<file path="src/rtl/spram_arb_pkg.sv">
// Shared types and helpers for the single-port RAM round-robin arbiter.
// Holds the requester-ID width rule and the rotate-and-find-first search.
package spram_arb_pkg;

  localparam int unsigned MAX_REQ   = 32;
  localparam int unsigned MAX_IDX_W = 5;

  typedef struct packed {
    logic                 found;
    logic [MAX_IDX_W-1:0] idx;
  } rr_pick_t;

  function automatic int unsigned id_width(input int unsigned n);
    return (n <= 1) ? 32'd1 : 32'($clog2(n));
  endfunction

  // First set bit of req scanning ptr, ptr+1, ... wrapping modulo n.
  function automatic rr_pick_t rr_find_first(input logic [MAX_REQ-1:0]   req,
                                             input logic [MAX_IDX_W-1:0] ptr,
                                             input int unsigned          n);
    rr_pick_t    pick;
    int unsigned pos;
    pick = '0;
    pos  = 0;
    for (int unsigned i = 0; i < MAX_REQ; i++) begin
      pos = 32'(ptr) + i;
      if (pos >= n) pos = pos - n;
      if ((i < n) && !pick.found && req[pos[MAX_IDX_W-1:0]]) begin
        pick.found = 1'b1;
        pick.idx   = pos[MAX_IDX_W-1:0];
      end
    end
    return pick;
  endfunction

endpackage

</file>
<file path="src/rtl/rr_grant.sv">
// Combinational round-robin grant: request vector plus priority pointer
// to a one-hot grant and its encoded index.
module rr_grant
  import spram_arb_pkg::*;
#(
  parameter int unsigned N  = 2,
  parameter int unsigned IW = id_width(N)
) (
  input  logic [N-1:0]  req,
  input  logic [IW-1:0] ptr,
  output logic [N-1:0]  grant_c,
  output logic [IW-1:0] idx_c,
  output logic          found_c
);

  rr_pick_t pick;

  always_comb begin
    pick    = rr_find_first(MAX_REQ'(req), MAX_IDX_W'(ptr), N);
    found_c = pick.found;
    idx_c   = IW'(pick.idx);
    grant_c = pick.found ? (N'(1) << idx_c) : '0;
  end

endmodule

</file>
<file path="src/rtl/single_port_ram_rden.sv">
// Single-port RAM with read enable; the read address register only loads
// on re, so q tracks the last read address including later writes to it.
module single_port_ram_rden #(
  parameter int unsigned DATA_WIDTH = 8,
  parameter int unsigned ADDR_WIDTH = 6
) (
  input  logic                  clk,
  input  logic                  we,
  input  logic                  re,
  input  logic [ADDR_WIDTH-1:0] addr,
  input  logic [DATA_WIDTH-1:0] wdata,
  output logic [DATA_WIDTH-1:0] q
);

  localparam int unsigned DEPTH = 2 ** ADDR_WIDTH;

  logic [DATA_WIDTH-1:0] mem [DEPTH];
  logic [ADDR_WIDTH-1:0] addr_q;

  always_ff @(posedge clk) begin
    if (we) mem[addr] <= wdata;
    if (re) addr_q <= addr;
  end

  assign q = mem[addr_q];

endmodule

</file>
<file path="src/rtl/spram_rr_arbiter.sv">
// Round-robin arbiter sharing one single-port RAM among NUM_REQ requesters,
// one access per cycle, read data returned one cycle later with its ID.
module spram_rr_arbiter
  import spram_arb_pkg::*;
#(
  parameter  int unsigned NUM_REQ    = 2,
  parameter  int unsigned DATA_WIDTH = 8,
  parameter  int unsigned ADDR_WIDTH = 6,
  localparam int unsigned ID_W       = id_width(NUM_REQ)
) (
  input  logic                             clk,
  input  logic                             rst,
  input  logic [NUM_REQ-1:0]               req_valid,
  input  logic [NUM_REQ-1:0]               req_we,
  input  logic [NUM_REQ*ADDR_WIDTH-1:0]    req_addr,
  input  logic [NUM_REQ*DATA_WIDTH-1:0]    req_wdata,
  output logic [NUM_REQ-1:0]               req_ready,
  output logic                             rsp_valid,
  output logic [ID_W-1:0]                  rsp_id,
  output logic [DATA_WIDTH-1:0]            rsp_rdata
);

  logic [ID_W-1:0]       ptr;
  logic [ID_W-1:0]       ptr_nxt;
  logic [NUM_REQ-1:0]    grant;
  logic [ID_W-1:0]       g;
  logic                  found;
  logic                  sel_we;
  logic [ADDR_WIDTH-1:0] sel_addr;
  logic [DATA_WIDTH-1:0] sel_wdata;
  logic                  ram_we;
  logic                  ram_re;

  rr_grant #(
    .N  (NUM_REQ),
    .IW (ID_W)
  ) u_grant (
    .req     (req_valid),
    .ptr     (ptr),
    .grant_c (grant),
    .idx_c   (g),
    .found_c (found)
  );

  // State register: priority pointer and read-response pipeline.
  always_ff @(posedge clk) begin
    if (rst) begin
      ptr       <= '0;
      rsp_valid <= 1'b0;
      rsp_id    <= '0;
    end else begin
      if (found) ptr <= ptr_nxt;
      rsp_valid <= found & ~sel_we;
      if (found & ~sel_we) rsp_id <= g;
    end
  end

  // Next pointer: one past the winner, wrapping at NUM_REQ.
  always_comb begin
    ptr_nxt = '0;
    if (32'(g) != NUM_REQ - 1) ptr_nxt = g + ID_W'(1);
  end

  // Winner's request steered onto the RAM port; writes suppressed in reset.
  always_comb begin
    sel_we    = |(req_we & grant);
    sel_addr  = '0;
    sel_wdata = '0;
    for (int unsigned i = 0; i < NUM_REQ; i++) begin
      if (grant[i]) begin
        sel_addr  = req_addr[i*ADDR_WIDTH +: ADDR_WIDTH];
        sel_wdata = req_wdata[i*DATA_WIDTH +: DATA_WIDTH];
      end
    end
    ram_we    = sel_we & ~rst;
    ram_re    = found & ~sel_we;
    req_ready = grant;
  end

  single_port_ram_rden #(
    .DATA_WIDTH (DATA_WIDTH),
    .ADDR_WIDTH (ADDR_WIDTH)
  ) u_ram (
    .clk   (clk),
    .we    (ram_we),
    .re    (ram_re),
    .addr  (sel_addr),
    .wdata (sel_wdata),
    .q     (rsp_rdata)
  );

endmodule

</file>
<file path="config.mk">
export PLATFORM = sky130hd
export DESIGN_NAME = spram_rr_arbiter
export DESIGN_NICKNAME = d
export VERILOG_FILES = /design/src/rtl/spram_arb_pkg.sv /design/src/rtl/rr_grant.sv /design/src/rtl/single_port_ram_rden.sv /design/src/rtl/spram_rr_arbiter.sv
export SDC_FILE = /design/constraint.sdc
export NUM_CORES = 1
export LEC_CHECK = 0
export BUFFER_PORTS_ARGS = -buffer_cell sky130_fd_sc_hd__buf_2
export CAP_MARGIN = 40
export CELL_PAD_IN_SITES_DETAIL_PLACEMENT = 2
export CELL_PAD_IN_SITES_GLOBAL_PLACEMENT = 2
export CORE_ASPECT_RATIO = 0.75
export CORE_UTILIZATION = 40
export CTS_BUF_LIST = sky130_fd_sc_hd__clkbuf_8
export DETAILED_ROUTE_END_ITERATION = 12
export PLACE_DENSITY = 0.73
export SETUP_SLACK_MARGIN = 0.1
export SLEW_MARGIN = 30
export SYNTH_ARGS = -nofsm -noshare
export SYNTH_HDL_FRONTEND = slang
export SYNTH_SLANG_ARGS = --single-unit
</file>
<file path="constraint.sdc">
create_clock -name clk -period 3.3 [get_ports clk]
set_input_delay 0.495 -clock clk [delete_from_list [all_inputs] [get_ports clk]]
set_output_delay 0.495 -clock clk [all_outputs]
set_load 0.02 [all_outputs]
</file>
==> Word-level counts from Yosys, hierarchy flattened <==
Memory sizes are Yosys's and may differ from the RTL's. A register that Yosys moved wholly into a read port is not among the register bits.
Index checks and enable logic that the tools add are counted.
{ "op_classes": {"bitwise_logic": 5, "n_lt_le_gt_ge": 4, "add_sub_neg": 4, "shifts": 1, "muxes": 17, "reduce_logical": 3} }
{ "op_table": {"columns": ["cell", "count"], "rows": [
  [">= comparator 32 x 2 -> 1 bit, second input constant", 1],
  ["2-to-1 mux 6 bit", 5],
  ["2-to-1 mux 8 bit", 2],
  ["< comparator 5 x 6 -> 1 bit, second input constant", 2],
  ["binary-select mux 1 bit (select 5 bit)", 2],
  ["2-to-1 mux 5 bit", 2],
  ["2-to-1 mux 1 bit", 5],
  ["subtractor 5 x 2 -> 5 bit, second input constant", 1],
  ["subtractor 1 x 2 -> 3 bit, second input constant", 1],
  ["adder 1 x 1 -> 2 bit, second input constant", 1],
  ["AND 1 bit", 2],
  ["AND 2 bit", 1],
  [">= comparator 1 x 2 -> 1 bit, second input constant", 1],
  ["2-to-1 mux 2 bit", 1],
  ["NOT 1 bit", 2],
  ["OR reduction 2 bit", 1],
  ["left shift 1 x 1 -> 2 bit, first input constant", 1],
  ["adder 1 bit, second input constant", 1],
  ["logical AND 1 bit", 1],
  ["zero test 1 bit", 1]
]} }
{ "totals": {"register_bits": 9, "ramBits": 512, "n_memories": 1, "elab_cells": 39, "in_bits": 34, "out_inout_bits": 12} }
{ "memory_table": {"columns": ["memory", "depth", "width", "rd", "rd_clocked_by_memory_dff", "write_ports", "line", "text"], "rows": [
  ["u_ram.mem", 64, 8, 1, 1, 1, "single_port_ram_rden.sv:17", "logic [DATA_WIDTH-1:0] mem [DEPTH];"]
]} }

==> Logic depth before layout (Yosys ltp) <==
Gate-level depths: netlist (run 1).
{ "logic_depth": {"ltp_word": 15, "mapped_depth": 9, "depth_no_buf": 8} }

==> Hierarchy <==
A second synthesis (run 1) with hierarchy kept.
{ "unflattened": {"cells_unflattened": 997, "area_unflattened_um2": 20654.8} }
{ "modules_own_cells": {"columns": ["mod", "cells_per_inst", "instances", "seq_area_each_um2", "area_per_inst_um2"], "rows": [
  ["single_port_ram_rden", 957, 1, 15675.0, 20312.0],
  ["spram_rr_arbiter", 35, 1, 60.1, 310.3],
  ["rr_grant", 5, 1, 0.0, 32.5]
]} }

==> Worst setup path before layout (run 1) <==
Ideal clock, no wire load.
{ "synth_path": {"path_type": "input-to-reg", "from": "input port req_valid[1]", "to": "memory u_ram.mem[3][0], enable pin", "stages": 9, "setup_ns": 0.371, "required_time_ns": 2.929, "setup_slack_ns": 0.771, "arrival_ns": 2.159, "n_path_buf": 2, "cell_sequence": "buf_2 > nand2_1 > nand2_1 > inv_2 > buf_2 > a32oi_1 > nor3_1 > nand2_1 > nor2_1"} }
{ "synth_between": {"elab_chain_len": 13, "elab_cells_between_ends": 17, "cone_classes": "1 x shift; 11 x mux; 2 x bitwise; 3 x reduce/logical"} }
{ "synth_rtl": {"columns": ["element", "line", "text"], "rows": [
  ["start, declared", "spram_rr_arbiter.sv:13", "input logic [NUM_REQ-1:0] req_valid,"],
  ["binary-select mux 1 bit (select 5 bit)", "spram_arb_pkg.sv:28", "if ((i < n) && !pick.found && req[pos[MAX_IDX_W-1:0]]) begin"],
  ["2-to-1 mux 1 bit (implied by the code)", "spram_arb_pkg.sv:28", null],
  ["2-to-1 mux 6 bit", "spram_arb_pkg.sv:28", null],
  ["zero test 1 bit", "spram_arb_pkg.sv:28", null],
  ["logical AND 1 bit", "spram_arb_pkg.sv:28", null],
  ["2-to-1 mux 6 bit *", "spram_arb_pkg.sv:28", null],
  ["left shift 1 x 1 -> 2 bit", "rr_grant.sv:22", "grant_c = pick.found ? (N'(1) << idx_c) : '0;"],
  ["2-to-1 mux 2 bit *", "rr_grant.sv:22", null],
  ["via req_ready[0]", "spram_rr_arbiter.sv:17", "output logic [NUM_REQ-1:0] req_ready,"],
  ["AND 2 bit", "spram_rr_arbiter.sv:66", "sel_we = |(req_we & grant);"],
  ["OR reduction 2 bit", "spram_rr_arbiter.sv:66", null],
  ["AND 1 bit", "spram_rr_arbiter.sv:75", "ram_we = sel_we & ~rst;"],
  ["2-to-1 mux 1 bit", "single_port_ram_rden.sv:21", "if (we) mem[addr] <= wdata;"],
  ["2-to-1 mux 1 bit (implied by the code)", "single_port_ram_rden.sv:21", null],
  ["end, declared", "single_port_ram_rden.sv:17", null]
]} }
The timed path passes the listed nets; every way through them passes the cells marked *. The select of a mux whose other input is x is not followed.

==> reports/metrics.csv, run 1 <==
metric,value,unit
synth_cell_types,40,
cts_buffers,80,
ys.flop_type,edfxtp_1,
critPathKind,reg -> out,
min_path_cells,2,
final_common_cell,edfxtp_1,
required,2800,ps
setup_viol,8,
wl_per_cell,32.19,um
cts_sinks,527,
ant_nets,0,
p_per_area,596.7,nW/um^2
tightest_slew,826.9,ps
leakage,8.226,nW
arrival,3040,ps
maxSlewViolCount,0,
placed_area,22430,sq um
hp-class,in -> reg,
dp_hpwl,38100,um
num_vias,10970,
final_core_util,48.80,%
io_buffers,45,
endpoint_kind,output port,
drt_iter0_drc,970,
ir_drop,0.0003523,V
core_area,50460,sq um
drc,0,
clk_pin_slew,60,ps
gp_congestion,0.7869,
finalHoldViolCount,0,
yosys.area.top_type_share,75.68,%
synth_seq_cells,527,
async_flop_share,0,%
dp.cells,1755,
yosys.area.top_type,edfxtp_1,
crit_fanout,7,
synth.top_cells.by_area,"edfxtp_1, mux4_2, nor2_1",
ios,46,
synth-edff-count,518,
cts_max_level,3,
ys_warn_count,0,
finalNonFillerCells,1920,
finalWorstSetupSlack,-234.6,ps
drive_gt1_share,38.80,%
timing.rr.end,u_ram.mem[28][0],
rrSetupSlack,460,ps
cts_tree,built,
antenna_found_initial,0,
status,"complete, but fails checks",
routed_wl,61810,um
synthCells,972,
rows,71,
grt_pass1_wl,88290,um
max_freq,0.2829,GHz
area_growth,19.82,%
hold_end,ptr,
final_cell_mix,"edfxtp_1, mux4_2, buf_4, nor2_1, clkbuf_8",
period_share,107.1,%
start_util,40.73,%
failed_checks,setup timing,
die-area,52300,sq um
start_kind,flop,
rsz0062_at_grt,yes,
hp-start,rst,
die_w,263.7,um
syn_area_per_cell,21.14,sq um
fin_crit,3535,ps
rr_worst_depth,10,
drv_cap,0,
clock_path_buffers,3,
root_buffer,clkbuf_8,
worst_slew_margin_rel,44.88,%
first_pass_iters,5,
final_nets,1238,
vias_per_cell,5.711,
clock_skew,15.76,ps
grt_max_degree,65,
die_h,198.3,um
ys_seq_area_share,76.56,%
clock_latency,640,ps
syn-cell-area,20550,sq um
grt.overflow.total,0,
diodes,0,
n_fill_cell,4440,
synth_fp_nets,1006,
r2r_start,ptr,
grt_pass1_vias,12190,
grt_usage,24.09,%
final_cell_area,24630,sq um
-- registers in the layout (all words and copies together), names as in the netlist, named ones only --
signal,cells
rsp_valid,1
rsp_id,1
u_ram.addr_q,6
ptr,1
u_ram.mem,512
-- report_power, final --
| group | internal, mW | switching, mW |
|---|---|---|
| Sequential | 7.47 | 0.0656 |
| Combinational | 0.972 | 1.21 |
| Clock | 2.39 | 2.59 |
-- synth_stat cells, types with 2 or more instances --
master,instances
o31ai_1,7
nand3_1,3
edfxtp_1,518
nand2_1,26
buf_6,8
mux2i_1,16
a2111o_1,6
nor2_1,89
mux2_2,26
dfxtp_1,9
mux4_2,128
nor2b_1,2
buf_4,8
buf_1,3
a211oi_1,8
nand2b_1,3
nand3b_1,3
or3b_2,2
inv_2,3
nor3_1,5
a21oi_1,9
clkbuf_1,16
a32oi_1,7
o22ai_1,20
nand4_1,2
inv_1,7
a22o_1,9
buf_2,10
o21ai_0,8
-- stage by stage --
| stage | setup slack, ps | total power, mW | TNS [ps] | hold WS [ps] |
|---|---|---|---|---|
| 5_1_grt | -243.4 | 15.15 | -1612 | 110.9 |
| 3_5_place_dp | 230.2 | 9.481 | 0 | 498.1 |
| 4_1_cts | -154.8 | 14.74 | -1163 | 91.03 |
| 3_3_place_gp | 320.8 | 9.394 | 0 | 472.6 |
| 6_report | -234.6 | 14.69 | -1183 | 126.1 |
| 2_1_floorplan | 770.7 | 8.712 | 0 | 463.5 |
-- metal layers --
layer | global-route usage (%) | part of all wire (%) | vias up
li1 | - | - | 4536
met1 | 31.36 | 41 | 5947
met3 | 3.917 | 5.1 | 110
met4 | 7.494 | 2.4 | 0
met2 | 41.66 | 51 | 373
met5 | 0 | 0 | -
-- cells by family after synthesis --
kind of cell,synth area share [%]
DFF,76.56
muxes,16.23
AOI/OAI and AO/OA,2.892
and+or+nand+nor,2.813
buffers and inverters,1.504
-- critical path, cell delays in order (launching register included) --
cell	delay (ps)
dfxtp_4	380
buf_12	160
buf_8	120
buf_16	140
buf_12	140
mux4_2	550
mux2i_1	230
a2111o_1	330
o31ai_4	160
buf_6	160
-- worst max-delay path by stage --
stage / slack (ps) / end / startpoint
3_5_place_dp: 230 / u_ram.mem[62][5] / req_valid[1]
6_report: -230 / rsp_rdata[1] / flop
2_1_floorplan: 770 / u_ram.mem[3][0] / req_valid[1]
3_3_place_gp: 320 / rsp_rdata[6] / flop
5_1_grt: -240 / rsp_rdata[3] / flop
4_1_cts: -150 / rsp_rdata[3] / flop
-- area by class of cell --
class,count,area [sq um],share of cell area [%]
clock inverters,59,272.8,1.108
flip-flops and latches,527,15750,63.96
clock buffers,82,1129,4.583
well taps,657,822.0,3.338
repair buffers,195,1861,7.555
multi-input cells,390,4753,19.30
inverters,10,37.54,0.1524
-- timing repair --
item | in CTS | in global routing
resized for setup | 61 | 14
endpoints found under the hold margin | 0 | 0
pin swaps | 9 | 10
setup endpoints to repair | 8 | 8
gates cloned | 8 | 0
hold buffers | 0 | 0
buffers inserted | 12 | 1
Power figures use the tool's default switching activity.
==> inputs of run 2 (changes only) <==
--- a/config.mk
+++ b/config.mk
@@ -5,6 +5,7 @@
 export SDC_FILE = /design/constraint.sdc
 export NUM_CORES = 1
 export LEC_CHECK = 0
+export ABC_AREA = 1
 export BUFFER_PORTS_ARGS = -buffer_cell sky130_fd_sc_hd__buf_2
 export CAP_MARGIN = 40
 export CELL_PAD_IN_SITES_DETAIL_PLACEMENT = 2
@@ -13,8 +14,8 @@
 export CORE_UTILIZATION = 40
 export CTS_BUF_LIST = sky130_fd_sc_hd__clkbuf_8
 export DETAILED_ROUTE_END_ITERATION = 12
-export PLACE_DENSITY = 0.73
-export SETUP_SLACK_MARGIN = 0.1
+export PLACE_DENSITY = 0.82
+export SETUP_SLACK_MARGIN = 0.4
 export SLEW_MARGIN = 30
 export SYNTH_ARGS = -nofsm -noshare
 export SYNTH_HDL_FRONTEND = slang
==> run 2 against run 1 <==
  * The flow still finishes with violations (setup timing)
  * Final area is 10% higher
  * Via count increased by 62%
  * Fmax rose by 6.1%
  * Worst hold slack got worse by 76 ps
  * Global-route usage grew 11 points
==> reports/metrics.csv, run 2 <==
metric,value,unit,change
pwr-share-comb,24.1,%,+9.2 points
synthTopCellsByCount,"nand2_1, edfxtp_1, nand3_1, nor2_1, clkbuf_1",,
syn_area_per_cell,11.44,sq um,-46%
syn-cell-area,21600,sq um,+5.1%
final_nets,2103,,+70%
synth-edff-count,518,,unchanged
die_w,270.3,um,+2.5%
num_vias,17760,,+62%
cts_tree,built,,
largestRegisters,"u_ram.mem x512, u_ram.addr_q x6",,
start_util,40.63,%,-0.099 points
grt_usage,35.29,%,+11 points
finalWorstSetupSlack,-30.65,ps,+203.9 ps
slowest_stage,dfxtp_4,,
async_flop_share,0,%,unchanged
die_h,203.2,um,+2.5%
crit_chain,buf_12 > buf_12 > buf_16 > nand2_1 > nand3_1 > nand3_2 > nand2_2 > nand2_1 > nand3_2 > nand3_2 > nand2_4 > buf_6,,
timing.critical_path.mode_cell,nand3_2,,
leakage,10.18,nW,+24%
clock_skew,36.59,ps,+20.83 ps
ys_warn_count,0,,unchanged
clock_path_buffers,3,,unchanged
rrSetupSlack,560,ps,+100 ps
ios,46,,unchanged
rows,73,,+2.8%
drc,0,,unchanged
status,"complete, but fails checks",,
core_area,53160,sq um,+5.4%
synth_cell_types,21,,-48%
gp_congestion,0.8024,,+2.0%
final_common_cell,nand2_1,,
root_buffer,clkbuf_8,,
grt_max_degree,65,,unchanged
final_cell_mix,"nand2_1, edfxtp_1, nand3_1, nand3_2, buf_4",,
p_int,11.30,mW,+4.4%
critical_path_buf_inv_count,4,,-1
max_freq,0.3002,GHz,+6.1%
clock_latency,740,ps,+100 ps
p_per_area,632.5,nW/um^2,+6.0%
vias_per_cell,6.269,,+9.8%
regMostFlops,u_ram.mem,,
cts_max_level,3,,unchanged
rsz0062_at_grt,yes,,
drive_gt1_share,25.48,%,-13 points
die-area,54940,sq um,+5.0%
synthCells,1888,,+94%
endpoint_kind,output port,,
grt_pass1_wl,138400,um,+57%
period_share,100.9,%,-6.2 points
synth_fp_nets,1922,,+91%
yosys.area.top_type,edfxtp_1,,
power,17.21,mW,+17%
dp_hpwl,46660,um,+22%
grt.overflow.total,0,,unchanged
arrival,2840,ps,-200 ps
slowest_delay,400,ps,-150 ps
first_pass_iters,5,,unchanged
drv_cap,0,,unchanged
n_fill_cell,5124,,+15%
worst_slew_margin_rel,48.93,%,+4.1 points
tightest_slew,765.0,ps,-61.91 ps
switchingPower,5.910,mW,+53%
maxSlewViolCount,0,,unchanged
crit_family,simple AND/OR/NAND/NOR gates,,
p_clk_share,32.3,%,-1.6 points
crit_fanout,8,,+1
yosys.area.top_type_share,72.02,%,-3.7 points
clk_pin_slew,80,ps,+20 ps
finalHoldViolCount,0,,unchanged
hp-class,in -> reg,,
failed_checks,setup timing,,
critPathKind,reg -> out,,
fin_crit,3331,ps,-203.9 ps
cts_sinks,527,,unchanged
ys_seq_area_share,72.85,%,-3.7 points
final_core_util,51.17,%,+2.4 points
synth.top_cells.by_area,"edfxtp_1, nand2_1, nand3_1",,
synth_most_common_cell,nand2_1,,
cts_buffers,83,,+3.8%
required,2800,ps,about the same
ir_drop,0.0003777,V,+7.2%
io_buffers,45,,unchanged
swShare,34.35,%,+8.0 points
largest_reg_flops,512,,unchanged
area_growth,25.93,%,
p_seq_share,43.6,%,-7.7 points
ys.flop_type,edfxtp_1,,
wl_per_cell,36.20,um,+12%
drt_iter0_drc,2421,,+150%
setup_viol,5,,-3
start_kind,flop,,
routed_wl,102600,um,+66%
synth_seq_cells,527,,unchanged
place_ws,279.1,ps,+48.96 ps
grt_pass1_vias,18810,,+54%
ant_nets,0,,unchanged
whs,50.08,ps,-75.99 ps
antenna_found_initial,4,,+4
==> run 2: changes by cell type in the layout (fill, tap and decap cells not counted), moves of 23 or more <==
cell     before  now
nand3_1       3  315
nand2_2       0   58
nand3_2       0  111
mux4_2      128    0
nand2_1      26  611
nor2_1       89   63
buf_16       10   33
buf_4       118   86
==> run 2: worst paths after layout <==
path,start,end,depth (start not counted)
worst max-delay path,flop,rsp_rdata[7],12
worst min-delay path,rst,ptr,2
worst max register to register,ptr,u_ram.mem[12][2],9
worst min register to register,ptr,ptr,2
==> run 2: worst reg2reg max path, stage by stage, from the launching register on <==
cell and delay (ps):
dfxtp_1 350, inv_1 90, nand2_1 110, nand2_2 130, o22ai_2 350, inv_1 160, nor2_2 320, nand3_2 360
nor2_1 300, buf_4 260
==> run 2: layout make-up <==
class,instances,area [sq um],area share [%]
sequential,527,15740,57.88
multi-input combinational,1220,6327,23.26
timing repair buffer,205,2618,9.623
clock buffer,85,1170,4.301
tap,712,890.9,3.275
clock inverter,50,257.7,0.9476
inverter,29,143.9,0.5290
timing repair inverter,3,45.04,0.1656
antenna,2,5.005,0.01840
==> run 2: routing by layer <==
metal,part of all wire [%],vias to the layer above,wire length (um),global-route usage (%)
met5,0,-,0,0
met2,48,1262,49620,58.86
met4,5.6,0,5701,15.54
met1,37,9155,37690,43.37
met3,9.3,370,9549,9.149
li1,-,6973,-,-
==> run 2: power by group through the flow <==
stage                     Combinational, mW  Sequential, mW  Clock, mW
after global routing                   4.21            7.50       5.80
after detailed placement               2.54            7.65          0
after CTS                              3.57            7.51       5.30
after global placement                 2.38            7.65          0
final                                  4.14            7.50       5.56
after floorplan                        1.44            7.62          0
==> run 2: metrics by stage <==
stage,area [sq um],TNS [ps],std cells
after global placement,23230,0,2633
after floorplan,21600,0,1888
after CTS,26610,0,2816
final,27200,-48.93,2833
after global routing,27200,-110.7,2833
after detailed placement,23240,0,2633
==> run 2: kinds of logic after synthesis <==
family | count (synthesis) | share of synthesized area [%]
AO/OA/AOI/OAI | 21 | 0.8515
buffers and inverters | 141 | 2.642
AND/OR/NAND/NOR | 1199 | 23.66
flip-flops | 527 | 72.85
==> run 2: what timing repair did <==
item                                    CTS  global route
hold buffers                              0             0
resized for setup                       235            79
endpoints found under the setup margin   16            76
pin swaps                                81            44
cloned                                   29             6
buffers inserted                         19             6
